File: config.mk
export PLATFORM = sky130hd
export DESIGN_NAME = pll_lock_seq
export DESIGN_NICKNAME = d
export VERILOG_FILES = /design/src/rtl/pll_lock_seq_pkg.sv /design/src/rtl/pll_lock_seq_sync_bit.sv /design/src/rtl/pll_lock_seq.sv
export SDC_FILE = /design/constraint.sdc
export NUM_CORES = 1
export LEC_CHECK = 0
export BUFFER_PORTS_ARGS = -buffer_cell sky130_fd_sc_hd__buf_2
export CAP_MARGIN = 5
export CORE_MARGIN = 3
export CORE_UTILIZATION = 48
export DETAILED_ROUTE_END_ITERATION = 8
export HOLD_SLACK_MARGIN = 0.05
export PLACE_DENSITY = 0.73
export SLEW_MARGIN = 20
export SYNTH_ARGS = -nofsm -noshare
export SYNTH_HDL_FRONTEND = slang
export SYNTH_HIERARCHICAL = 1
export SYNTH_SLANG_ARGS = --single-unit
File: constraint.sdc
create_clock -name CLK -period 2.1 [get_ports CLK]
set_input_delay 0.105 -clock CLK [delete_from_list [all_inputs] [get_ports CLK]]
set_output_delay 0.105 -clock CLK [all_outputs]
set_load 0.05 [all_outputs]
File: src/rtl/pll_lock_seq_pkg.sv
// -----------------------------------------------------------------------------
// pll_lock_seq_pkg
// Shared definitions for the PLL lock monitor / reset sequencer:
//   - state_e   : FSM state encoding (WAIT/STABLE/RUN/HOLD, 2 bits)
//   - clog2     : ceiling log2, usable in constant expressions
//   - DEF_*     : default values of the sequencer parameters
// -----------------------------------------------------------------------------
package pll_lock_seq_pkg;

  typedef enum logic [1:0] {
    ST_WAIT   = 2'd0,
    ST_STABLE = 2'd1,
    ST_RUN    = 2'd2,
    ST_HOLD   = 2'd3
  } state_e;

  localparam int DEF_SYNC_STAGES   = 2;
  localparam int DEF_STABLE_CYCLES = 1024;
  localparam int DEF_HOLD_CYCLES   = 16;

  // Smallest r with 2**r >= value; written as a bounded loop so it can be
  // evaluated at elaboration time.
  function automatic int clog2(input int value);
    int r;
    r = 0;
    for (int i = 0; i < 31; i++) begin
      if ((32'sd1 << i) < value) begin
        r = i + 1;
      end
    end
    return r;
  endfunction

endpackage

File: src/rtl/pll_lock_seq_sync_bit.sv
// -----------------------------------------------------------------------------
// sync_bit
// N-stage single-bit synchronizer for asynchronous status inputs.
// Ports:
//   i_clk   : destination clock
//   i_rst_n : asynchronous active-low reset, clears the whole chain to 0
//   i_d     : asynchronous input bit
//   o_q     : synchronized output (last stage of the chain)
// -----------------------------------------------------------------------------
module sync_bit #(
  parameter int N = 2
) (
  input  logic i_clk,
  input  logic i_rst_n,
  input  logic i_d,
  output logic o_q
);

  logic [N-1:0] r_chain;

  // Shift the async bit through the flop chain; stage 0 may go metastable.
  always_ff @(posedge i_clk or negedge i_rst_n) begin
    if (!i_rst_n) begin
      r_chain <= {N{1'b0}};
    end else begin
      r_chain <= {r_chain[N-2:0], i_d};
    end
  end

  assign o_q = r_chain[N-1];

endmodule

File: src/rtl/pll_lock_seq.sv
// -----------------------------------------------------------------------------
// pll_lock_seq
// Lock monitor and reset sequencer for the 2x PLL. Runs on the board
// reference clock so it keeps working while the PLL is unlocked. Releases
// sys_rst only after the synchronized lock flag has been high for
// STABLE_CYCLES consecutive cycles; on a lock loss in RUN it re-asserts
// sys_rst for at least HOLD_CYCLES and counts the event.
//
// Ports:
//   CLK           : board reference clock, free-running
//   RST_n         : asynchronous active-low reset
//   locked        : PLL lock flag, asynchronous to CLK
//   clr_loss_cnt  : one-cycle synchronous clear of the loss counter
//   sys_rst       : active-high reset to PLL-clocked logic (registered)
//   lock_ok       : high only in RUN (registered)
//   lock_loss_cnt : saturating count of lock losses seen in RUN
//   state         : current FSM state, for debug
//
// Build option: define PLL_LOCK_LOSS_CNT_EN to build the lock-loss counter
// and its clear. Without it lock_loss_cnt reads 0 and clr_loss_cnt is
// ignored; the sequencing itself is identical.
// -----------------------------------------------------------------------------
module pll_lock_seq
  import pll_lock_seq_pkg::*;
#(
  parameter int SYNC_STAGES   = DEF_SYNC_STAGES,
  parameter int STABLE_CYCLES = DEF_STABLE_CYCLES,
  parameter int HOLD_CYCLES   = DEF_HOLD_CYCLES,
  parameter int CNT_W         = 8
) (
  input  logic             CLK,
  input  logic             RST_n,
  input  logic             locked,
  input  logic             clr_loss_cnt,
  output logic             sys_rst,
  output logic             lock_ok,
  output logic [CNT_W-1:0] lock_loss_cnt,
  output logic [1:0]       state
);

  localparam int TMAX = (STABLE_CYCLES > HOLD_CYCLES) ? STABLE_CYCLES : HOLD_CYCLES;
  localparam int TW   = clog2(TMAX);

  localparam logic [TW-1:0] STABLE_LAST = TW'(STABLE_CYCLES - 1);
  localparam logic [TW-1:0] HOLD_LAST   = TW'(HOLD_CYCLES - 1);
  localparam logic [TW-1:0] TCNT_ONE    = TW'(1);
  localparam logic [TW-1:0] TCNT_ZERO   = TW'(0);

  logic          w_lk_s;
  state_e        r_state;
  state_e        w_next_state;
  logic [TW-1:0] r_tcnt;
  logic [TW-1:0] w_next_tcnt;
  logic          w_loss;
  logic          r_sys_rst;
  logic          r_lock_ok;

  sync_bit #(
    .N (SYNC_STAGES)
  ) u_sync_locked (
    .i_clk   (CLK),
    .i_rst_n (RST_n),
    .i_d     (locked),
    .o_q     (w_lk_s)
  );

  // Next-state, shared timer and loss-event decode.
  always_comb begin
    w_next_state = r_state;
    w_next_tcnt  = r_tcnt;
    w_loss       = 1'b0;
    case (r_state)
      ST_WAIT: begin
        w_next_tcnt = TCNT_ZERO;
        if (w_lk_s) begin
          w_next_state = ST_STABLE;
        end else begin
          w_next_state = ST_WAIT;
        end
      end
      ST_STABLE: begin
        // Any dropout restarts the full qualification window; not a loss.
        if (!w_lk_s) begin
          w_next_state = ST_WAIT;
          w_next_tcnt  = TCNT_ZERO;
        end else if (r_tcnt == STABLE_LAST) begin
          w_next_state = ST_RUN;
          w_next_tcnt  = TCNT_ZERO;
        end else begin
          w_next_tcnt  = r_tcnt + TCNT_ONE;
        end
      end
      ST_RUN: begin
        if (!w_lk_s) begin
          w_next_state = ST_HOLD;
          w_next_tcnt  = TCNT_ZERO;
          w_loss       = 1'b1;
        end else begin
          w_next_state = ST_RUN;
        end
      end
      ST_HOLD: begin
        // Lock flag deliberately ignored so the hold time is always served.
        if (r_tcnt == HOLD_LAST) begin
          w_next_state = ST_WAIT;
          w_next_tcnt  = TCNT_ZERO;
        end else begin
          w_next_tcnt  = r_tcnt + TCNT_ONE;
        end
      end
      default: begin
        w_next_state = ST_WAIT;
        w_next_tcnt  = TCNT_ZERO;
      end
    endcase
  end

  // State, timer and glitch-free outputs decoded from the next state.
  always_ff @(posedge CLK or negedge RST_n) begin
    if (!RST_n) begin
      r_state   <= ST_WAIT;
      r_tcnt    <= TCNT_ZERO;
      r_sys_rst <= 1'b1;
      r_lock_ok <= 1'b0;
    end else begin
      r_state   <= w_next_state;
      r_tcnt    <= w_next_tcnt;
      r_sys_rst <= (w_next_state != ST_RUN);
      r_lock_ok <= (w_next_state == ST_RUN);
    end
  end

  assign sys_rst = r_sys_rst;
  assign lock_ok = r_lock_ok;
  assign state   = r_state;

`ifdef PLL_LOCK_LOSS_CNT_EN
  localparam logic [CNT_W-1:0] CNT_MAX = {CNT_W{1'b1}};
  localparam logic [CNT_W-1:0] CNT_ONE = CNT_W'(1);

  logic [CNT_W-1:0] r_loss_cnt;

  // Saturating loss counter; a clear in the same cycle as a loss yields 1.
  always_ff @(posedge CLK or negedge RST_n) begin
    if (!RST_n) begin
      r_loss_cnt <= {CNT_W{1'b0}};
    end else if (clr_loss_cnt && w_loss) begin
      r_loss_cnt <= CNT_ONE;
    end else if (clr_loss_cnt) begin
      r_loss_cnt <= {CNT_W{1'b0}};
    end else if (w_loss && (r_loss_cnt != CNT_MAX)) begin
      r_loss_cnt <= r_loss_cnt + CNT_ONE;
    end else begin
      r_loss_cnt <= r_loss_cnt;
    end
  end

  assign lock_loss_cnt = r_loss_cnt;
`else
  logic w_unused_cnt;

  assign w_unused_cnt  = clr_loss_cnt ^ w_loss;
  assign lock_loss_cnt = {CNT_W{1'b0}};
`endif

endmodule

* Word level (Yosys, flattened, before mapping)
Cells that the tools add are included.
** Word-level totals
- Word-level logic and storage cells :: 26
- Input port bits :: 4
- Flip-flop bits (word level) :: 16
** Cells by class
- Mux-type cells :: 11
- Add/sub/neg operators :: 1
- Reduce and logical (&&, ||, !) cells :: 1
- Equality and inequality tests :: 8
** Operators by type and width (count)
- $mux W10 :: 4
- $pmux W10 S4 :: 1
- $add A10 B1 Y10 const B :: 1
- $eq A10 B10 Y1 const B :: 1
- $eq A10 B4 Y1 const B :: 1
- $pmux W2 S4 :: 1
- $eq A2 B2 Y1 const B :: 3
- $mux W2 :: 3
- $ne A2 B2 Y1 const B :: 2
- $eq A2 B1 Y1 const B :: 1
- $logic_not A2 Y1 :: 1
- $mux W1 :: 2

* Logic depth before layout (Yosys ltp)
- Word-level depth :: 5
- Depth in mapped cells :: 5

* By module
Netlist, hierarchy kept.
** Modules (own cells, without submodules)
- pll_lock_seq :: seq. area each 351.6 µm², cells each 89, times used 1, area an instance 877.1 µm²
- sync_bit :: seq. area each 50.0 µm², cells each 2, times used 1, area an instance 50.0 µm²

* Least setup slack after synthesis
Ideal clock, no wire load.
- Path kind :: register to register
- From :: register r_tcnt[7]
- To :: register r_tcnt[3]
- Required time :: 1974 ps
- Clock period less this slack :: 2009 ps
- Setup time :: 126 ps
- Setup slack :: 91 ps
- Stages on the path, launching flop included :: 5
- Arrival :: 1882 ps
- Cell sequence :: dfrtp_1 or4_4 o41ai_4 nand2_4 a221o_1
** On the way
- Cells in the longest elaborated chain, start to end :: 4
- Elaborated cells on any way between the ends :: 6
** RTL lines
- from (decl) :: RTL line pll_lock_seq.sv:52 : logic [TW-1:0] r_tcnt;
- from (signal assigned) :: RTL line pll_lock_seq.sv:127 : r_tcnt <= w_next_tcnt;
- $eq A10 B10 Y1 :: RTL line pll_lock_seq.sv:86 : end else if (r_tcnt == STABLE_LAST) begin
- $mux W10 :: RTL line pll_lock_seq.sv:86
- $mux W10 :: RTL line pll_lock_seq.sv:83 : if (!w_lk_s) begin
- $pmux W10 S4 * :: RTL line pll_lock_seq.sv:72 : case (r_state)
Mark *: on every way between the ends. The rest lies on a longest branch, timed or not.
A chain may end at the register's enable or synchronous reset.

* Worst setup path after layout
- From :: register r_tcnt[7]
- To :: register r_tcnt[2]
The elaborated chain is that of the path after synthesis.

==> Flow_metrics.wiki <==
{| class="wikitable"
! Metric !! Value
|-
| Launch point of the worst reg-to-reg path || r_tcnt[7]$_DFFE_PN0P_
|-
| Post-CTS resize count || 0
|-
| Critical-path maximum fanout || 9
|-
| Number of hold violations in the final report || 0
|-
| Top-area cell type share of the netlist area || approximately 40%
|-
| Launch point of the critical path || r_tcnt[7]$_DFFE_PN0P_
|-
| Post-synthesis share of cell area spent on xor and xnor gates || 2.83%
|-
| Width of the die || roughly 50 um
|-
| Main combinational cell family by area after synthesis || compound AO/OA/AOI/OAI gates
|-
| Maximum operating frequency || between 500 and 600 MHz
|-
| Sink count of the clock tree || 16
|-
| Primary flip-flop cell chosen by synthesis mapping || dfrtp_1
|-
| Total chip power || about 620 uW
|-
| Vias after detailed routing || between 700 and 800
|-
| Worst endpoint required time || approximately 2.3 ns
|-
| Length of the first detailed-routing pass in iterations || 4
|-
| P_leak || 0.491 nW
|-
| Cell taking the most area after synthesis || dfrtp_1
|-
| Worst-Skew Late Latency || 0.28 ns
|-
| Post-synthesis cell area || around 900 sq um
|-
| Portion of netlist area occupied by mux cells || ~1.2%
|-
| Count of final setup violators || 0
|-
| Clock tree from TritonCTS || done
|-
| Complex-gate fraction of the synthesized area || 22.9%
|-
| Final worst-path setup slack || approximately 0.13 ns
|-
| Tightest Hold Check Type || input pin to async pin
|-
| Number of nets in the layout || 110
|-
| Diodes inserted || 0
|-
| Run status || completed
|-
| Synthesized-area fraction occupied by and/or/nand/nor cells || between 10% and 20%
|-
| Die boundary height || 50.0 um
|-
| Fraction of layout instances using a drive strength above 1 || 26.9%
|-
| Setup crit start kind || register
|-
| Total negative slack for setup checks || 0 ns
|-
| Count of standard-cell rows || 15
|-
| Power per unit of standard cell area || about 600 nW/um^2
|-
| Final Max Slew Viols || 0
|-
| Clock transition at the registers of the reported paths || approximately 0.090 ns
|-
| Arrival time reported for the critical path endpoint || approximately 2.1 ns
|-
| Startpoint-to-endpoint class of the critical path || register to register
|-
| Total routed wirelength || approximately 1.7 mm
|-
| Worst hold slack across all endpoints || 0.266 ns
|-
| Number of nets with antenna violations after detailed routing || 0
|-
| CTS H-tree lvls || 1
|-
| Initial Util || 52.0%
|-
| Aggregate global routing overflow || 0
|-
| Std-Cell Core Area || around 1800 sq um
|-
| Post-synthesis sequential area ratio || 43.3%
|-
| Antenna violations before repair || 0
|-
| Final weighted congestion in routability-driven placement || slightly below 0.8
|-
| Gate count of the mapped netlist || 91
|-
| Cells on worst reg2reg path || 5
|-
| Drc violations || 0
|-
| Largest net degree at the start of global routing || 17
|-
| Fin Clk Skew || approximately 0.0011 ns
|-
| Most frequent cells in the layout || dfrtp_1, conb_1, buf_2
|-
| Die Area || approximately 2500 sq um
|-
| Post-Place Cells || between 100 and 150
|-
| Global-route wire length before repair || 2.85 mm
|-
| Buffer cell driving the clock tree root || clkbuf_4
|-
| Cell types with the largest area share after synthesis || dfrtp_1, buf_4, a221o_1, a22o_2, o41ai_4
|-
| Avg Inst Size Synth || between 10 and 15 sq um
|-
| Most common library cell in the layout ignoring fill and taps || dfrtp_1
|-
| Adder-cell area share of the yosys netlist || around 1.3%
|-
| Portion of the clock cycle consumed by the worst path in the final layout || 93.7%
|-
| Pre-CTS setup slack || between 0.15 and 0.2 ns
|-
| Maximum Capacitance Violations || 0
|-
| Destination of the worst register-to-register timing path || r_tcnt[2]$_DFFE_PN0P_
|-
| Cell-by-cell trace of the critical path || or4_4 > o41ai_4 > buf_4 > nand2_4 > a221o_1
|-
| Count of buffers inserted at the top-level ports || 6
|-
| Number of ports placed on the die boundary || 16
|-
| Yosys synthesis warning count || 6
|-
| CP peak stage delay || about 0.55 ns
|-
| CTS max path bufs || 2
|-
| Via count normalized by instance count || ~5.5
|-
| Syn-to-layout area delta || 11.9%
|-
| 1st-iter DRT viols || 20
|-
| Min Tclk post-route || roughly 2 ns
|-
| Count of flip-flops with a built-in enable after synthesis || 0
|-
| Unique masters post-synth || 40
|-
| Vias in the first global route || 655
|-
| Number of buffers added by the clock tree synthesis step || 3
|-
| Share of flip-flops with an asynchronous set or reset after synthesis || 100%
|-
| Setup repair after global routing missed its margin || no
|-
| Kind of end point of the critical path || register
|-
| Aggregate global-route resource usage || approximately 15%
|-
| Synthesized flop and latch total || 16
|-
| Mean routed wirelength per cell || about 13 um
|-
| Worst-path cell with the longest stage delay || or4_4
|-
| Final cell count without fillers || 129
|-
| Peak supply drop || 0.437 mV
|-
| Post-DP HPWL || around 1.2 mm
|-
| R2r setup slk || 0.13 ns
|}
-- per-stage QoR --
stage / area [sq um] / utilization (%)
floorplan: 953 / -
detailed placement: 981 / 55.0
finish: 1040 / 58.2
CTS: 1040 / 58.2
global route: 1040 / 58.2
global placement: 981 / 55.0
-- flip-flops by register name, summed over array words and instances, names as in the netlist --
register and flops:
u_sync_locked/r_chain 2, lock_ok 1, r_tcnt 10, sys_rst 1, state 2
-- worst max-delay path: cells and delay by family (launching register included) --
family                 cells  cell delay, ns
buffers and inverters      1            0.22
flip-flops                 1            0.40
AO/OA/AOI/OAI              2            0.59
AND/OR/NAND/NOR            2            0.64
-- area by class of cell --
cell class                      instances  area, sq um
Fill cell                             149          746
Multi-Input combinational cell         68          469
Sequential cell                        16          402
Timing Repair Buffer                   13         87.6
Clock buffer                            4         36.3
Tap cell                               25         31.3
Inverter                                3         11.3
-- cell usage after synthesis, drive strengths merged (2+ instances only) --
cell and number:
xor2 2, a21o 2, or3 2, nor2 5, and2 3, a31oi 2, a21oi 2, nand2 6
o31ai 2, a31o 2, or4 2, a221o 3, o21ai 2, inv 3, a22o 3, nand3 4
dfrtp 15, clkbuf 3, buf 8, nor2b 2, nor3 3, a22oi 2
-- metal layers --
metal | part of all wire [%] | vias up | GRT usage [%] | routed length (um)
met2 | 47 | 16 | 24.0 | 783
met4 | 0.91 | 0 | 6.91 | 15
li1 | - | 346 | - | -
met5 | 0 | - | 0 | 0
met3 | 3.5 | 2 | 1.81 | 58
met1 | 48 | 344 | 20.0 | 799
-- worst max-delay path by stage --
stage,slack (ns),to
5_1_grt,0.07,r_tcnt[2]$_DFFE_PN0P_
6_report,0.13,r_tcnt[2]$_DFFE_PN0P_
2_1_floorplan,0.09,r_tcnt[3]$_DFFE_PN0P_
4_1_cts,0.14,r_tcnt[2]$_DFFE_PN0P_
3_5_place_dp,0.15,r_tcnt[2]$_DFFE_PN0P_
3_3_place_gp,0.17,r_tcnt[2]$_DFFE_PN0P_
-- where the power goes --
part | switching [mW] | internal, mW
logic | 0.0635 | 0.0222
registers | 0.0119 | 0.317
clock network | 0.0957 | 0.106
-- cells by family after synthesis --
family,after synthesis
AO/OA/AOI/OAI,24
XOR/XNOR,3
adder cells (fa/ha/maj),1
buffers and inverters,14
flip-flops,16
multiplexers,1
other,1
AND/OR/NAND/NOR,31
-- timing repair --
item / in CTS / in global routing
endpoints found under the hold margin: 17 / 0
buffers inserted: 0 / 0
hold buffers: 2 / 0
Power figures use the tool's default switching activity.
